===== src/rtl/uart_tx_engine.sv =====
// uart_tx_engine: serial transmitter for the APB UART.
// Sends one asynchronous frame per rising edge of start_tx. The frame is a
// start bit, 5-8 data bits LSB first, optional parity, then 1 or 2 stop bits.
//
// Ports:
//   pclk        - clock, rising edge
//   presetn     - asynchronous active-low reset
//   tx_data_in  - byte to send, captured at frame start
//   start_tx    - start control level; a rising edge requests a frame
//   cfg_in      - [1:0] data bits (5..8), [2] two stop bits,
//                 [3] parity enable, [4] even parity (1) / odd parity (0)
//   tx          - serial line, idles high
//   tx_busy     - high while a frame is in progress
//   tx_done     - high from the end of a frame until the next accepted request
module uart_tx_engine #(
    parameter int unsigned CLKS_PER_BIT = 16
) (
    input  logic       pclk,
    input  logic       presetn,
    input  logic [7:0] tx_data_in,
    input  logic       start_tx,
    input  logic [4:0] cfg_in,
    output logic       tx,
    output logic       tx_busy,
    output logic       tx_done
);

    localparam int unsigned CNT_W = (CLKS_PER_BIT > 2) ? $clog2(CLKS_PER_BIT) : 1;
    localparam logic [CNT_W-1:0] CNT_MAX = CNT_W'(CLKS_PER_BIT - 1);

    typedef enum logic [2:0] {
        S_IDLE   = 3'd0,
        S_START  = 3'd1,
        S_DATA   = 3'd2,
        S_PARITY = 3'd3,
        S_STOP   = 3'd4
    } state_t;

    state_t           state;
    state_t           state_nxt;
    logic             start_q;
    logic [CNT_W-1:0] clk_cnt;
    logic [CNT_W-1:0] clk_cnt_nxt;
    logic [2:0]       bit_idx;
    logic [2:0]       bit_idx_nxt;
    logic [7:0]       shadow_data;
    logic [4:0]       shadow_cfg;

    logic             request;
    logic             bit_end;
    logic [2:0]       last_data_idx;
    logic [2:0]       last_stop_idx;
    logic [7:0]       data_mask;
    logic             parity_bit;
    logic             tx_nxt;
    logic             tx_busy_nxt;
    logic             tx_done_nxt;

    // Rising edge of start_tx, accepted only while idle; anything else is dropped.
    assign request = start_tx & ~start_q & (state == S_IDLE);
    assign bit_end = (clk_cnt == CNT_MAX);

    // Data width 5..8 maps to last index 4..7.
    assign last_data_idx = {1'b1, shadow_cfg[1:0]};
    assign last_stop_idx = {2'b00, shadow_cfg[2]};

    // Parity covers only the bits actually sent; odd parity inverts the XOR.
    assign data_mask  = 8'hFF >> (2'd3 - shadow_cfg[1:0]);
    assign parity_bit = (^(shadow_data & data_mask)) ^ ~shadow_cfg[4];

    // State register.
    always_ff @(posedge pclk or negedge presetn) begin
        if (!presetn) begin
            state <= S_IDLE;
        end else begin
            state <= state_nxt;
        end
    end

    // Next-state logic.
    always_comb begin
        state_nxt = state;
        unique case (state)
            S_IDLE:   if (request) state_nxt = S_START;
            S_START:  if (bit_end) state_nxt = S_DATA;
            S_DATA: begin
                if (bit_end && (bit_idx == last_data_idx)) begin
                    state_nxt = shadow_cfg[3] ? S_PARITY : S_STOP;
                end
            end
            S_PARITY: if (bit_end) state_nxt = S_STOP;
            S_STOP: begin
                if (bit_end && (bit_idx == last_stop_idx)) state_nxt = S_IDLE;
            end
            default:  state_nxt = S_IDLE;
        endcase
    end

    // Output and datapath next values; tx is computed from the upcoming state
    // so the registered line changes on the same edge as the state.
    always_comb begin
        clk_cnt_nxt = clk_cnt;
        bit_idx_nxt = bit_idx;
        tx_nxt      = 1'b1;
        tx_busy_nxt = (state_nxt != S_IDLE);
        tx_done_nxt = tx_done;

        if ((state == S_IDLE) || bit_end) begin
            clk_cnt_nxt = '0;
        end else begin
            clk_cnt_nxt = clk_cnt + CNT_W'(1);
        end

        // Bit index counts data bits in DATA and stop bits in STOP.
        if (state_nxt != state) begin
            bit_idx_nxt = 3'd0;
        end else if (bit_end && ((state == S_DATA) || (state == S_STOP))) begin
            bit_idx_nxt = bit_idx + 3'd1;
        end

        unique case (state_nxt)
            S_IDLE:   tx_nxt = 1'b1;
            S_START:  tx_nxt = 1'b0;
            S_DATA:   tx_nxt = shadow_data[bit_idx_nxt];
            S_PARITY: tx_nxt = parity_bit;
            S_STOP:   tx_nxt = 1'b1;
            default:  tx_nxt = 1'b1;
        endcase

        if (request) begin
            tx_done_nxt = 1'b0;
        end else if ((state == S_STOP) && (state_nxt == S_IDLE)) begin
            tx_done_nxt = 1'b1;
        end
    end

    // Registered outputs, counters, edge detector and frame shadow registers.
    always_ff @(posedge pclk or negedge presetn) begin
        if (!presetn) begin
            start_q     <= 1'b0;
            clk_cnt     <= '0;
            bit_idx     <= 3'd0;
            shadow_data <= 8'h00;
            shadow_cfg  <= 5'h00;
            tx          <= 1'b1;
            tx_busy     <= 1'b0;
            tx_done     <= 1'b0;
        end else begin
            start_q <= start_tx;
            clk_cnt <= clk_cnt_nxt;
            bit_idx <= bit_idx_nxt;
            if (request) begin
                shadow_data <= tx_data_in;
                shadow_cfg  <= cfg_in;
            end
            tx      <= tx_nxt;
            tx_busy <= tx_busy_nxt;
            tx_done <= tx_done_nxt;
        end
    end

endmodule


===== config.mk =====
export PLATFORM = sky130hd
export DESIGN_NAME = uart_tx_engine
export DESIGN_NICKNAME = d
export VERILOG_FILES = /design/src/rtl/uart_tx_engine.sv
export SDC_FILE = /design/constraint.sdc
export NUM_CORES = 1
export LEC_CHECK = 0
export CORE_MARGIN = 4
export CORE_UTILIZATION = 54
export CTS_BUF_LIST = sky130_fd_sc_hd__clkbuf_16
export DETAILED_ROUTE_END_ITERATION = 7
export MAX_ROUTING_LAYER = met4
export PLACE_DENSITY = 0.78
export SLEW_MARGIN = 30
export SYNTH_ARGS = -nofsm -noshare
export SYNTH_HDL_FRONTEND = slang
export SYNTH_SLANG_ARGS = --single-unit

===== constraint.sdc =====
create_clock -name pclk -period 2.4 [get_ports pclk]
set_clock_uncertainty 0.15 [all_clocks]
set_input_delay 0.6 -clock pclk [delete_from_list [all_inputs] [get_ports pclk]]
set_output_delay 0.6 -clock pclk [all_outputs]
set_load 0.01 [all_outputs]

==> results by stage <==
STA:
- The upper clock frequency limit is 458.8 MHz.
- The worst path meets setup with 0.2204 ns of slack.
- The share of the cycle needed by the critical path after routing is 0.9082.
- Setup violations remaining at the end of the flow were counted as 0.
- The worst relative slew slack is 0.6207.
- The number of pins exceeding their max-slew limit in the final report was 0.
- Setup repair after global routing left no endpoint under its margin.
- The transition time at the pin with the least slew margin is 0.5672 ns.
- The minimum clock period is 2.180 ns.
- The final number of hold-violating endpoints was 0.
- The total negative slack is 0 ns.

Clocking:
- Post-CTS repair changed the size of 0 cells.
- The number of levels the H-tree was split into is 1.
- TritonCTS built the clock tree.
- The number of clock buffers added by TritonCTS is 3.
- After clock tree synthesis, the setup repair step added 0 buffers.
- The maximum buffer depth of the clock tree is 2.
- The number of buffers inserted by hold repair at cts is 0.
- The CTS root buffer is clkbuf_16.
- The clock sink count is 27.
- The CTS clock-pin slew for the worst setup and hold paths is 0.06 ns.
- The insertion delay to the later sink of the worst-skew pair is 0.26 ns.

Drt:
- The initial DRC count is 35.
- The total length of routed wires is 3268 µm.
- The met2 wire length is 1677 µm.
- The post-detailed-route wirelength per cell is 15.06 µm.
- The top layer used by detailed routing is met4.
- After detailed routing, the number of remaining DRC violations is 0.
- The count of nets left with antenna violations once routing finished came out at 0.
- The routed length on met1 is 1362 µm.
- Dividing the detail-routed via count by the number of cells gives 5.903.
- The via count of the routed design is 1281.
- The number of iterations in the first detailed-routing pass is 5.
- In the detailed route, the total length drawn on met3 is 162 µm.

Synthesis:
- Averaged over all synthesized cells, the footprint is 9.126 µm².
- The commonest cells after synthesis are nand2_1, dfrtp_1, nor2_1.
- In the post-synthesis netlist, the biggest area contributors are dfrtp_1, nand2_1, xnor2_1.
- In the synthesized netlist the dominant register cell turns out to be dfrtp_1.
- Summing every instance area after synthesis gives 1524 µm².
- The most instantiated library cell after synthesis is nand2_1.
- The share of synthesized area in the top cell type comes to 0.4269.
- After synthesis, the largest family of logic cells by area is simple AND/OR/NAND/NOR gates.
- The number of nets produced by synthesis is 185.
- The share of synthesized area occupied by flip-flops and latches is 0.4442.
- Of the total synthesized cell area, the portion taken by full adders, half adders and majority gates is 0.01642.
- The async set-reset flop share out of synthesis is 1.000.
- The post-synthesis compound-gate area fraction was 0.1371.
- Counting flops and latches in the post-synthesis netlist gives 27.
- Counting flops with a built-in enable in the synthesized netlist gives 0.
- The portion of synthesized area spent on multiplexers is 0.01314.
- The distinct cell type count after synthesis is 42.
- Summed over all instances, the cell type with the most area after synthesis is dfrtp_1.
- In the synthesized netlist, the number of instances is 167.
- Of the total synthesized cell area, the portion taken by AND, OR, NAND and NOR gates is 0.2709.
- The area share of xor/xnor cells in the synthesized design is 0.08621.
- The number of warning messages in the yosys log is 0.

Worst hold path:
- The worst hold path class is register to register.
- The startpoint identified for the worst hold timing path is clk_cnt[0]$_DFF_PN0_.
- The worst-case hold path end point is clk_cnt[0]$_DFF_PN0_.
- Counting instances, the worst hold path has a depth of 1.

Worst setup path:
- The startpoint identified for the worst register-to-register timing path is clk_cnt[0]$_DFF_PN0_.
- The required time at the endpoint of the critical path is 2.43 ns.
- The largest stage delay on the critical path is 0.38 ns.
- The critical path goes through ha_1 -> and4b_1 -> nand3_1 -> o221a_1 -> o221a_2 -> nor2_1 -> o311ai_2.
- Data arrives at the worst endpoint at 2.21 ns.
- STA classifies the critical path startpoint as a register.
- The category of the worst setup path capture point is a register.
- The kind of critical path is register to register.
- The worst register-to-register path ends at tx$_DFF_PN1_.
- The reg2reg setup slack is 0.22 ns.
- Along the worst path, the maximum fanout reaches 5.
- The cell depth of the worst flop-to-flop path is 7.
- The cell at the slowest stage of the critical path is dfrtp_1.

Placed design:
- The routability congestion estimate is 0.9010.
- Timing analysis after detailed placement gives a worst setup slack of 0.1200 ns.
- After legalization and detailed placement, the total HPWL measured 2391 µm.
- During placement, the flow inserted port buffers numbering 18.

Cells and area:
- In the final design database the tool counted 205 nets.
- The final core utilization is 0.6622.
- The number of filler cells placed in the layout is 223.
- Compared with the post-synthesis result, the final layout area differs by 18.80%.
- In the final layout, the share of cells above drive strength 1 is 0.08602.
- The repair_antennas step left the layout with diodes totalling 0.

Job:
- The total of max-cap violations is 0.

Global routing:
- The overall overflow remaining after global route is 0.
- Across every metal layer, demand over resource in global routing totals 0.2078.
- The first-pass GRT wire length is 5526 µm.
- The number of global-route vias before repair was 1246.
- The pin count of the biggest net entering global routing is 28.
- The initial antenna violation count came to 0.

Floorplan:
- The standard-cell row count is 19.
- The height of the chip is 61.13 µm.
- The area of the die is 3736 µm².
- 19 I/O pins were placed.
- The placeable core region is 2734 µm².
- The width of the die is 61.13 µm.
- The starting utilization of the core area is 0.5574.

Pwr:
- The static leakage power is 0.8200 nW.
- The completed layout was analyzed and its total power is 2.186 mW.
- IR analysis of the VDD net gives a maximum drop of 0.0008119 V.
- Dividing total power by cell area gives a power density of 1208 nW/µm².

Outcome:
- The flow ran to the end, and the final reports show no timing, DRC or antenna violations.
-- worst max-delay path: cells and delay by family (launching register included) --
family | cells | cell delay (ns)
and+or+nand+nor | 3 | 0.61
adders and majority gates | 1 | 0.26
DFF | 1 | 0.38
AOI/OAI and AO/OA | 3 | 0.70
-- registers in the layout, indices dropped and copies added, names as in the netlist --
| register | flops |
|---|---|
| bit_idx | 3 |
| clk_cnt | 4 |
| shadow_cfg | 5 |
| shadow_data | 8 |
| start_q | 1 |
| state | 3 |
| tx | 1 |
| tx_busy | 1 |
| tx_done | 1 |
-- area by class of cell --
class	instances	area [µm²]	area share
Tap cell	31	38.79	0.02142
Inverter	2	7.507	0.004147
Clock inverter	1	3.754	0.002073
Timing Repair Buffer	22	210.2	0.1161
Clock buffer	3	75.07	0.04147
Sequential cell	27	676.9	0.3739
Multi-Input combinational cell	131	798.3	0.4409
-- layout by cell type, fill, tap and decap left out, types with 3 or more instances in the layout --
cell type	count
and3_1	4
o21ai_0	4
nand3_1	7
nor2_1	14
nand2_1	48
clkbuf_16	3
dfrtp_1	26
xnor2_1	11
a21oi_1	3
buf_4	4
xor2_1	4
clkdlybuf4s50_1	18
inv_1	3
-- per-stage QoR --
stage               hold WS, ns  std cells  instance area, µm²
floorplan                0.1544        167                1524
global placement         0.2997        213                1732
detailed placement       0.3169        213                1732
CTS                      0.3256        217                1810
global route             0.3526        217                1810
finish                   0.3249        217                1810
-- how the worst max path moves through the flow --
stage	start	to	slack, ns	cells after the start
2_1_floorplan	state[1]$_DFF_PN0_	tx$_DFF_PN1_	0.40	7
3_3_place_gp	start_tx	tx$_DFF_PN1_	0.17	6
3_5_place_dp	start_tx	tx$_DFF_PN1_	0.12	6
4_1_cts	clk_cnt[0]$_DFF_PN0_	tx$_DFF_PN1_	0.21	7
5_1_grt	clk_cnt[0]$_DFF_PN0_	tx$_DFF_PN1_	0.08	7
6_report	clk_cnt[0]$_DFF_PN0_	tx$_DFF_PN1_	0.22	7
-- power breakdown --
group          internal [mW]  leakage, nW  switching [mW]  total, mW
logic                  0.501        0.446           0.450      0.950
clock network          0.223       0.0423           0.148      0.371
registers              0.639        0.332           0.226      0.865
total                   1.36        0.820           0.824       2.19
-- metal layers --
layer	global-route usage	up-vias
li1	-	619
met2	0.3414	40
met1	0.2423	615
met4	0.1053	0
met3	0.03774	7
met5	-	-
-- kinds of logic (layout without fill, tap and decap cells) --
kind of cell               Yosys count  count (layout)
adders and majority gates            2               2
DFF                                 27              27
buffers and inverters                9              28
xor gates and xnor gates            15              15
and+or+nand+nor                     87              87
AOI/OAI and AO/OA                   25              25
muxes                                2               2
Note: power is estimated with default switching activity, not from simulation.
